`src/rtl/cpu_pkg.sv`:
```
// +-----------------------------------------------------------------------------
// | cpu_pkg : shared ISA encodings and decoder control bundle for the core.
// | Rev 1.0 : initial release
// +-----------------------------------------------------------------------------
`default_nettype none

package cpu_pkg;

    localparam logic [5:0] c_op_rtype = 6'b000000;
    localparam logic [5:0] c_op_addi  = 6'b001001;
    localparam logic [5:0] c_op_lw    = 6'b101100;
    localparam logic [5:0] c_op_sw    = 6'b100100;
    localparam logic [5:0] c_op_beq   = 6'b000110;
    localparam logic [5:0] c_op_bne   = 6'b000101;

    localparam logic [1:0] c_aluop_add   = 2'b00;
    localparam logic [1:0] c_aluop_sub   = 2'b01;
    localparam logic [1:0] c_aluop_rtype = 2'b10;

    localparam logic [1:0] c_regdst_rt = 2'b00;
    localparam logic [1:0] c_regdst_rd = 2'b01;

    localparam logic [1:0] c_branch_none = 2'b00;
    localparam logic [1:0] c_branch_eq   = 2'b01;
    localparam logic [1:0] c_branch_ne   = 2'b10;

    typedef struct packed {
        logic [1:0] aluop;
        logic       alusrc;
        logic       regwrite;
        logic [1:0] regdst;
        logic [1:0] branch;
        logic       memread;
        logic       memwrite;
        logic       memtoreg;
    } ctrl_t;

    localparam ctrl_t c_ctrl_nop = '0;

    function automatic logic uses_rs(input logic [5:0] op);
        case (op)
            c_op_rtype, c_op_addi, c_op_lw, c_op_sw, c_op_beq, c_op_bne: uses_rs = 1'b1;
            default:                                                      uses_rs = 1'b0;
        endcase
    endfunction

    // ADDI and LW write rt, so rt is not a source for them
    function automatic logic uses_rt(input logic [5:0] op);
        case (op)
            c_op_rtype, c_op_sw, c_op_beq, c_op_bne: uses_rt = 1'b1;
            default:                                 uses_rt = 1'b0;
        endcase
    endfunction

endpackage

`default_nettype wire

```
`src/rtl/id_ex_hazard.sv`:
```
// +-----------------------------------------------------------------------------
// | id_ex_hazard : combinational load-use hazard detect against the EX slot.
// | Rev 1.0 : initial release
// +-----------------------------------------------------------------------------
`default_nettype none

module id_ex_hazard
    import cpu_pkg::*;
(
    input  logic       id_valid_i,
    input  logic [5:0] id_op_i,
    input  logic [4:0] id_rs_i,
    input  logic [4:0] id_rt_i,
    input  logic       ex_valid_i,
    input  logic       ex_memread_i,
    input  logic [4:0] ex_dst_i,
    output logic       hazard_o
);

    logic w_ex_load;
    logic w_rs_hit;
    logic w_rt_hit;

    assign w_ex_load = ex_valid_i && ex_memread_i && (ex_dst_i != 5'd0);
    assign w_rs_hit  = uses_rs(id_op_i) && (id_rs_i == ex_dst_i);
    assign w_rt_hit  = uses_rt(id_op_i) && (id_rt_i == ex_dst_i);
    assign hazard_o  = w_ex_load && id_valid_i && (w_rs_hit || w_rt_hit);

endmodule

`default_nettype wire

```
`src/rtl/id_ex_stage.sv`:
```
// +-----------------------------------------------------------------------------
// | id_ex_stage : ID/EX pipeline register with load-use stall and flush squash.
// | Optional ID_EX_PERF_CNT_EN adds stall/flush event counters.
// | Rev 1.0 : initial release
// +-----------------------------------------------------------------------------
`default_nettype none

module id_ex_stage
    import cpu_pkg::*;
(
    input  logic        clk_i,
    input  logic        rst_n,
    input  logic        flush_i,
    input  logic        id_valid_i,
    input  logic [5:0]  id_op_i,
    input  logic [1:0]  id_aluop_i,
    input  logic        id_alusrc_i,
    input  logic        id_regwrite_i,
    input  logic [1:0]  id_regdst_i,
    input  logic [1:0]  id_branch_i,
    input  logic        id_memread_i,
    input  logic        id_memwrite_i,
    input  logic        id_memtoreg_i,
    input  logic [4:0]  id_rs_i,
    input  logic [4:0]  id_rt_i,
    input  logic [4:0]  id_rd_i,
    input  logic [31:0] id_rs_data_i,
    input  logic [31:0] id_rt_data_i,
    input  logic [31:0] id_imm_i,
    input  logic [31:0] id_pc4_i,
    input  logic [5:0]  id_funct_i,
    output logic [1:0]  ex_aluop_o,
    output logic        ex_alusrc_o,
    output logic        ex_regwrite_o,
    output logic [1:0]  ex_regdst_o,
    output logic [1:0]  ex_branch_o,
    output logic        ex_memread_o,
    output logic        ex_memwrite_o,
    output logic        ex_memtoreg_o,
    output logic [4:0]  ex_rs_o,
    output logic [4:0]  ex_rt_o,
    output logic [4:0]  ex_rd_o,
    output logic [31:0] ex_rs_data_o,
    output logic [31:0] ex_rt_data_o,
    output logic [31:0] ex_imm_o,
    output logic [31:0] ex_pc4_o,
    output logic [5:0]  ex_funct_o,
    output logic        ex_valid_o,
    output logic [4:0]  ex_dst_o,
    output logic        stall_o
`ifdef ID_EX_PERF_CNT_EN
    ,
    output logic [31:0] stall_cnt_o,
    output logic [31:0] flush_cnt_o
`endif
);

    ctrl_t       w_id_ctrl;
    ctrl_t       r_ctrl;
    logic        r_valid;
    logic [4:0]  r_rs, r_rt, r_rd, r_dst;
    logic [31:0] r_rs_data, r_rt_data, r_imm, r_pc4;
    logic [5:0]  r_funct;
    logic        w_hazard;

    assign w_id_ctrl = '{aluop:    id_aluop_i,
                         alusrc:   id_alusrc_i,
                         regwrite: id_regwrite_i,
                         regdst:   id_regdst_i,
                         branch:   id_branch_i,
                         memread:  id_memread_i,
                         memwrite: id_memwrite_i,
                         memtoreg: id_memtoreg_i};

    id_ex_hazard u_hazard (
        .id_valid_i   (id_valid_i),
        .id_op_i      (id_op_i),
        .id_rs_i      (id_rs_i),
        .id_rt_i      (id_rt_i),
        .ex_valid_i   (r_valid),
        .ex_memread_i (r_ctrl.memread),
        .ex_dst_i     (r_dst),
        .hazard_o     (w_hazard)
    );

    // A flush already discards the ID instruction, so holding IF/ID is pointless
    assign stall_o = w_hazard && !flush_i;

    always_ff @(posedge clk_i or negedge rst_n) begin
        if (!rst_n) begin
            r_ctrl    <= c_ctrl_nop;
            r_valid   <= 1'b0;
            r_rs      <= '0;
            r_rt      <= '0;
            r_rd      <= '0;
            r_dst     <= '0;
            r_rs_data <= '0;
            r_rt_data <= '0;
            r_imm     <= '0;
            r_pc4     <= '0;
            r_funct   <= '0;
        end else if (flush_i || w_hazard) begin
            r_ctrl    <= c_ctrl_nop;
            r_valid   <= 1'b0;
            r_rs      <= '0;
            r_rt      <= '0;
            r_rd      <= '0;
            r_dst     <= '0;
            r_rs_data <= '0;
            r_rt_data <= '0;
            r_imm     <= '0;
            r_pc4     <= '0;
            r_funct   <= '0;
        end else begin
            r_ctrl    <= w_id_ctrl;
            r_valid   <= id_valid_i;
            r_rs      <= id_rs_i;
            r_rt      <= id_rt_i;
            r_rd      <= id_rd_i;
            r_dst     <= (id_regdst_i == c_regdst_rd) ? id_rd_i : id_rt_i;
            r_rs_data <= id_rs_data_i;
            r_rt_data <= id_rt_data_i;
            r_imm     <= id_imm_i;
            r_pc4     <= id_pc4_i;
            r_funct   <= id_funct_i;
        end
    end

    assign ex_aluop_o    = r_ctrl.aluop;
    assign ex_alusrc_o   = r_ctrl.alusrc;
    assign ex_regwrite_o = r_ctrl.regwrite;
    assign ex_regdst_o   = r_ctrl.regdst;
    assign ex_branch_o   = r_ctrl.branch;
    assign ex_memread_o  = r_ctrl.memread;
    assign ex_memwrite_o = r_ctrl.memwrite;
    assign ex_memtoreg_o = r_ctrl.memtoreg;
    assign ex_rs_o       = r_rs;
    assign ex_rt_o       = r_rt;
    assign ex_rd_o       = r_rd;
    assign ex_rs_data_o  = r_rs_data;
    assign ex_rt_data_o  = r_rt_data;
    assign ex_imm_o      = r_imm;
    assign ex_pc4_o      = r_pc4;
    assign ex_funct_o    = r_funct;
    assign ex_valid_o    = r_valid;
    assign ex_dst_o      = r_dst;

`ifdef ID_EX_PERF_CNT_EN
    logic [31:0] r_stall_cnt;
    logic [31:0] r_flush_cnt;

    always_ff @(posedge clk_i or negedge rst_n) begin
        if (!rst_n) begin
            r_stall_cnt <= '0;
            r_flush_cnt <= '0;
        end else begin
            if (stall_o)
                r_stall_cnt <= r_stall_cnt + 32'd1;
            if (flush_i && id_valid_i)
                r_flush_cnt <= r_flush_cnt + 32'd1;
        end
    end

    assign stall_cnt_o = r_stall_cnt;
    assign flush_cnt_o = r_flush_cnt;
`endif

endmodule

`default_nettype wire

```
`config.mk`:
```
export PLATFORM = sky130hd
export DESIGN_NAME = id_ex_stage
export DESIGN_NICKNAME = d
export VERILOG_FILES = /design/src/rtl/cpu_pkg.sv /design/src/rtl/id_ex_hazard.sv /design/src/rtl/id_ex_stage.sv
export SDC_FILE = /design/constraint.sdc
export NUM_CORES = 1
export LEC_CHECK = 0
export CORE_ASPECT_RATIO = 0.5
export CORE_MARGIN = 2
export CORE_UTILIZATION = 40
export CTS_CLUSTER_SIZE = 12
export DETAILED_ROUTE_END_ITERATION = 7
export PLACE_DENSITY = 0.88
export SKIP_CTS_REPAIR_TIMING = 1
export SLEW_MARGIN = 20
export SYNTH_ARGS = -nofsm -noshare
export SYNTH_HDL_FRONTEND = slang
export SYNTH_SLANG_ARGS = --single-unit
export TNS_END_PERCENT = 50
```
`constraint.sdc`:
```
create_clock -name clk_i -period 2.35 [get_ports clk_i]
set_input_delay 0.47 -clock clk_i [delete_from_list [all_inputs] [get_ports clk_i]]
set_output_delay 0.47 -clock clk_i [all_outputs]
set_load 0.005 [all_outputs]
```
* Word level (Yosys, flattened, before mapping)
Cells that the tools add are included.
Widths: inputs -> output; s select.
** Word-level totals
- Register bits :: 166
- Latch bits :: 0
- Memory bits (writable) :: 0
- ROM bits :: 0
- Input port bits :: 170
- Word-level logic and storage cells :: 54
- Memories kept :: 0
** Operators by class
- Add/subtract/negate cells :: 0
- Multipliers :: 0
- Divide/modulo/power cells :: 0
- Magnitude comparators :: 0
- Eq/ne operators :: 8
- Shifts and indexed selects :: 0
- Muxes and demuxes :: 14
- Bitwise logic cells :: 0
- Reductions and logical operators :: 14
** Operators by type and width (count)
- $mux 32 :: 4
- $mux 5 :: 5
- $eq 6x3->1 const B :: 2
- $eq 6x6->1 const B :: 2
- $mux 11 :: 1
- $eq 5x5->1 :: 2
- $logic_and 1x1->1 :: 7
- $eq 6x4->1 const B :: 1
- $logic_not 6->1 :: 1
- $mux 6 :: 1
- $reduce_or 6->1 :: 1
- $reduce_bool 5->1 :: 1
- $reduce_or 4->1 :: 1
- $mux 1 :: 3
- $eq 2x1->1 const B :: 1
- $logic_or 1x1->1 :: 2
- $logic_not 1->1 :: 1

* Depth between registers and ports, before layout
Gate-level depths: netlist of the first run.
- Word-level depth :: 8
- Depth in mapped cells :: 7
- Mapped depth without buffers :: 5

* By module
A second synthesis of the first run with hierarchy kept.
** Second synthesis, totals
- Cells, all modules :: 390
- Area, all modules :: 5636.7 sq um
** Modules (own cells, without submodules)
- id_ex_stage :: times used 1, cells an instance 359, area an instance 5403.9 sq um
- id_ex_hazard :: times used 1, cells an instance 31, area an instance 232.7 sq um

* Least setup slack after synthesis of the first run
No wires, ideal clock.
- Kind :: reg-to-reg
- Start :: register r_dst[0] (netlist: ex_dst_o[0])
- End :: register r_rd[0] (netlist: ex_rd_o[0])
- Library setup time :: 0.083 ns
- Arrival :: 1.881 ns
- Required time :: 2.267 ns
- Path slack :: 0.387 ns
- Stages on the path, launching flop included :: 8
- Buffers on the path :: 2
- Clock period less this slack :: 1.963 ns
- Path through :: dfrtp_1 -> or4_1 -> o2111ai_2 -> or3_1 -> o22ai_1 -> buf_2 -> buf_6 -> nor3b_2
** On the way
- Cells in the longest elaborated chain, start to end :: 6
** Ends and longest elaborated chain
- start: declaration :: RTL line id_ex_stage.sv:61 : logic [4:0] r_rs, r_rt, r_rd, r_dst;
- start signal: assignment :: RTL line id_ex_stage.sv:120 : r_dst <= (id_regdst_i == c_regdst_rd) ? id_rd_i : id_rt_i;
- $eq 5x5->1, or another cell as far along :: RTL line id_ex_hazard.sv:25 : assign w_rs_hit = uses_rs(id_op_i) && (id_rs_i == ex_dst_i);
- $logic_and 1x1->1, on equally long branches :: RTL line id_ex_hazard.sv:25, id_ex_hazard.sv:24, id_ex_hazard.sv:26
- $logic_or 1x1->1 or $logic_and 1x1->1 (tied branches) :: RTL line id_ex_hazard.sv:27 : assign hazard_o = w_ex_load && id_valid_i && (w_rs_hit || w_rt_hit);
- $logic_and 1x1->1 * :: RTL line id_ex_hazard.sv:27
- $logic_or 1x1->1 * :: RTL line id_ex_stage.sv:102 : end else if (flush_i || w_hazard) begin
- $mux 5 * :: RTL line id_ex_stage.sv:102
- end signal: assignment :: RTL line id_ex_stage.sv:119 : r_rd <= id_rd_i;
- end: declaration :: RTL line id_ex_stage.sv:61
Every way passes the cells marked *; elsewhere a longest branch is shown, timed or not.

* Final worst setup path of the first run
- Start :: register r_dst[2] (netlist: ex_dst_o[2])
- End :: output port stall_o
** On the way
- Cells in the longest elaborated chain, start to end :: 5
** Ends and longest elaborated chain
- $eq 5x5->1, or another cell as far along :: RTL line id_ex_hazard.sv:25
- $logic_and 1x1->1, on equally long branches :: RTL line id_ex_hazard.sv:25, id_ex_hazard.sv:24, id_ex_hazard.sv:26
- $logic_or 1x1->1 or $logic_and 1x1->1 (tied branches) :: RTL line id_ex_hazard.sv:27
- $logic_and 1x1->1 * :: RTL line id_ex_hazard.sv:27
- $logic_and 1x1->1 * :: RTL line id_ex_stage.sv:87 : assign stall_o = w_hazard && !flush_i;
- end: declaration :: RTL line id_ex_stage.sv:50 : output logic stall_o
Marked as above.

==> results of run 1 <==
registers in the layout (all words and copies together), names as in the netlist, 2 cells and up:
signal,flops
ex_rs_data_o,32
ex_imm_o,32
ex_regdst_o,2
ex_rt_data_o,32
ex_aluop_o,2
ex_rs_o,5
ex_pc4_o,32
ex_dst_o,5
ex_rd_o,5
ex_rt_o,5
ex_branch_o,2
ex_funct_o,6
per-layer routing:
metal | up-vias | part of all wire [%] | GRT usage, %
met5 | - | 0 | 0
met2 | 145 | 56 | 41.4
met1 | 2380 | 37 | 23.8
met3 | 32 | 4.9 | 5.52
met4 | 0 | 2.3 | 8.53
li1 | 2146 | - | -
report_power, final:
part	internal, mW	switching, mW	total [mW]
Clock	1.40	1.27	2.67
Sequential	3.00	0.0513	3.05
Combinational	0.660	0.336	0.995
critical path: stages (launching register included):
cell,delay (ps)
dfrtp_1,430
or4_4,560
o2111ai_4,240
buf_6,140
a211oi_2,30
buf_2,140
area by class of cell:
type	instances	area, sq um
Clock buffer	17	425
Clock inverter	15	134
Fill cell	1127	5130
Multi-Input combinational cell	205	2310
Sequential cell	166	4160
Tap cell	227	284
Timing Repair Buffer	387	3870
final timing paths:
check	end	slack (ps)	depth (start not counted)
worst max-delay path	stall_o	-80	5
worst min-delay path	ex_rs_o[0]$_DFF_PN0_	20	1
worst max register to register	ex_aluop_o[1]$_DFF_PN0_	120	7
worst min register to register	ex_funct_o[5]$_DFF_PN0_	1130	5
max in group asynchronous	ex_dst_o[0]$_DFF_PN0_	1610	2
min in group clk_i	ex_rs_o[3]$_DFF_PN0_	380	2
cells by family after synthesis:
| kind of cell | after synthesis | synth area share [%] |
|---|---|---|
| and+or+nand+nor | 181 | 30.5 |
| DFF | 166 | 62.5 |
| buffers and inverters | 38 | 3.80 |
| xor gates and xnor gates | 12 | 1.58 |
| AOI/OAI and AO/OA | 7 | 0.828 |
| muxes | 5 | 0.753 |
cell usage in the layout, fill, tap and decap left out, types with 4 or more instances in the layout:
cell             instances
xnor2_1                  4
clkbuf_16               17
dfrtp_1                164
inv_8                    5
nor3b_2                136
mux2i_1                  5
dlymetal6s2s_1           9
nor3b_1                 25
buf_4                   42
nor3_2                   5
xor2_1                   7
clkdlybuf4s50_1        324
buf_12                   8
inv_6                    5
stage by stage:
| step | TNS (ps) | cell area (sq um) | setup slack [ps] | cells |
|---|---|---|---|---|
| floorplan | 0 | 6650 | 387 | 409 |
| global placement | -32670 | 10500 | -645 | 983 |
| detailed placement | -43970 | 10500 | -702 | 983 |
| CTS | -703 | 11100 | -703 | 1015 |
| global route | -155 | 11200 | -155 | 1017 |
| finish | -78.6 | 11200 | -78.6 | 1017 |
==> flow_summary.ini, run 1 <==
[run_status]
outcome = complete, but fails checks
violations = setup timing

[drt]
vias = 4703
remaining_drc_errors = 0
dr.pass1.iters = 4
wl_per_cell_microns = 19.3
ant_nets = 0
routed_wl_microns = 19600
viasPerCell = 4.62
drt_iter0_markers = 109

[setup_path]
worstPathRequired_ps = 1880
crit_path_start_kind = flop
worst-setup-path-type = flop to output port
cp_max_fo = 3
r2r-start = ex_dst_o[2]$_DFF_PN0_
cp.arrival_ps = 1960
end_kind = output port
cp-startpoint = ex_dst_o[2]$_DFF_PN0_

[die]
die_area_sq_um = 17700
rows = 33
die_w_microns = 186
start_util_pct = 40.8
core_sq_um = 16300
die-height_microns = 95.2
pin_count = 337

[flow_run]
max-cap-violations = 0

[clocking]
clockBufferDepth = 2
cts_tree = done
cts_htree_levels = 4
insertion_delay_ps = 410
cts.clk_slew.worst_paths_ps = 70
cts_root_buffer = clkbuf_16
cts_made_buffers = 17
clock_sink_count = 166

[logic_synthesis]
synth_area_sq_um = 6650
synthArstFlopShare_pct = 100
synth_edf_count = 0
syn_inst = 409
yosysWarnings = 0
yosysTopAreaCell = dfrtp_1
synth_top_area_share_pct = 62.5
synthTopCellsByCount = 166 x dfrtp_1, 135 x nor3b_2, 26 x nor3b_1, 21 x clkbuf_1, 14 x buf_6
ys.flop_type = dfrtp_1
syn_nets = 579
yosysMostFrequentCell = dfrtp_1
ys_ff_latch = 166
synthDistinctLibCells = 28
postSynthAreaPerCell_sq_um = 16.3
synth-seq-area-share_pct = 62.5
synth.area.top_cells = dfrtp_1 62%, nor3b_2 25%, nor3b_1 2.9%, buf_6 2.4%, clkbuf_1 1.2%

[placed_design]
port_buffers = 336
globalplace.congestion = 0.852
place_hpwl_microns = 14600

[grt]
grt_start_max_net_pins = 86
grt_antenna_before_repair = 0
grt.total_usage_pct = 21.8
grt_first_pass_wirelength_microns = 28900
grt_pass1_vias = 5051
overflow = 0

[power]
p_leak_nw = 4.81
p_total_mw = 6.72
p_per_area_nw_per_um2 = 601
ir_drop_mv = 0.437

[sta]
slew_headroom_pct = 61.0
timing.hold.ws_ps = 15.8
max_freq_mhz = 412
final.period_utilization_pct = 103
fin_ws_ps = -78.6
setup_viol = 1
finalHoldViolCount = 0
post-route-min-period_ps = 2430
worstMarginPinSlew_ps = 586
rsz0062_at_grt = yes
finClkSkew_ps = 7.63
drv_slew = 0

[hold_path]
hp-class = input pin to asynchronous set/reset pin

[layout]
diodes = 0
utilization_pct = 68.6
nets = 947
syn_to_final_growth_pct = 68.2
drive_gt1_share_pct = 30.1
Note: power is estimated with default switching activity, not from simulation.
==> run 2: changes to the inputs <==
Settings changed: RECOVER_POWER set to 25.
==> flow_summary.ini, run 2 (synthesis results as in run 1) <==
[die]
core_sq_um = 16300
rows = 33
die-height_microns = 95.2
die_area_sq_um = 17700
pin_count = 337
die_w_microns = 186
start_util_pct = 40.8

[run_status]
outcome = complete, but fails checks
violations = setup timing

[layout]
layout_common_cells = 324 x clkdlybuf4s50_1, 164 x dfrtp_1, 136 x nor3b_2
fill_cells = 1133
final_cells = 1017
layout_commonest_cell = clkdlybuf4s50_1
drive_gt1_share_pct = 30.1
syn_to_final_growth_pct = 67.7
multi_input_area_sq_um = 2310
diodes = 0
utilization_pct = 68.3
final-seq-area_sq_um = 4160
nets = 947

[setup_path]
worstPathRequired_ps = 1880
crit_path_start_kind = flop
cp_max_fo = 3
critPathSlowestCell = or4_4
cp_num_buf_inv = 2
cp.arrival_ps = 1960
worst-setup-path-type = flop to output port
path_cells = or4_4, o2111ai_4, buf_6, a211oi_2, buf_2
reg2reg_slack_ps = 120
critPathTopFamily = simple AND/OR/NAND/NOR gates
end_kind = output port
max_stage_delay_ps = 560

[grt]
grt_antenna_before_repair = 0
grt_pass1_vias = 5051
grt_start_max_net_pins = 86
grt_first_pass_wirelength_microns = 28900
grt.total_usage_pct = 21.8
overflow = 0

[hold_path]
hp-class = input pin to asynchronous set/reset pin

[sta]
rsz0062_at_grt = yes
worstMarginPinSlew_ps = 1360
setup_viol = 1
finClkSkew_ps = 8.86
finalHoldViolCount = 0
post-route-min-period_ps = 2430
fin_ws_ps = -81.5
drv_slew = 0
max_freq_mhz = 411
slew_headroom_pct = 9.60
final.period_utilization_pct = 103

[drt]
drt_iter0_markers = 125
ant_nets = 0
vias = 4705
routed_wl_microns = 19500
viasPerCell = 4.63
wl_per_cell_microns = 19.2
remaining_drc_errors = 0
dr.pass1.iters = 4

[clocking]
clockBufferDepth = 2
insertion_delay_ps = 420
cts.clk_slew.worst_paths_ps = 80
cts_root_buffer = clkbuf_16
cts_htree_levels = 4
cts_made_buffers = 17
cts_tree = done
clock_sink_count = 166

[placed_design]
dp_cells = 983
port_buffers = 336
pre_cts_slack_ps = -702
globalplace.congestion = 0.852
place_hpwl_microns = 14600

[power]
p_total_mw = 6.72
p_leak_nw = 4.80
p_per_area_nw_per_um2 = 602
ir_drop_mv = 0.437

[flow_run]
max-cap-violations = 0
-- run 2: routing by layer --
| layer | up-vias | GRT usage, % | part of all wire, % |
|---|---|---|---|
| li1 | 2145 | - | - |
| met4 | 0 | 8.53 | 2.4 |
| met5 | - | 0 | 0 |
| met2 | 141 | 41.4 | 56 |
| met3 | 32 | 5.52 | 4.6 |
| met1 | 2387 | 23.8 | 37 |
-- run 2: path summary, 6_finish.rpt --
kind / from / end / depth (start not counted)
max: ex_dst_o[2]$_DFF_PN0_ / stall_o / 5
min: rst_n / ex_rs_o[4]$_DFF_PN0_ / 1
max reg2reg: ex_dst_o[2]$_DFF_PN0_ / ex_aluop_o[1]$_DFF_PN0_ / 7
min reg2reg: ex_memread_o$_DFF_PN0_ / ex_funct_o[5]$_DFF_PN0_ / 5
max in group asynchronous: rst_n / ex_imm_o[14]$_DFF_PN0_ / 2
min in group clk_i: id_rs_i[3] / ex_rs_o[3]$_DFF_PN0_ / 2
-- run 2: where the power goes --
part           switching, mW  internal [mW]
logic                  0.335          0.653
registers             0.0513           3.00
clock network           1.27           1.40
-- run 2: final cells by class --
class,count,area share [%]
clock inverter,15,1.20
sequential,166,37.3
tap,227,2.55
multi-input combinational,205,20.7
timing repair buffer,387,34.4
clock buffer,17,3.82
-- run 2: metrics by stage --
stage,setup TNS [ps],hold WS [ps],area (sq um)
floorplan,0,174,6650
global placement,-32670,465,10500
detailed placement,-43970,469,10500
CTS,-703,18.4,11100
global route,-1010,379,11100
finish,-81.5,357,11100
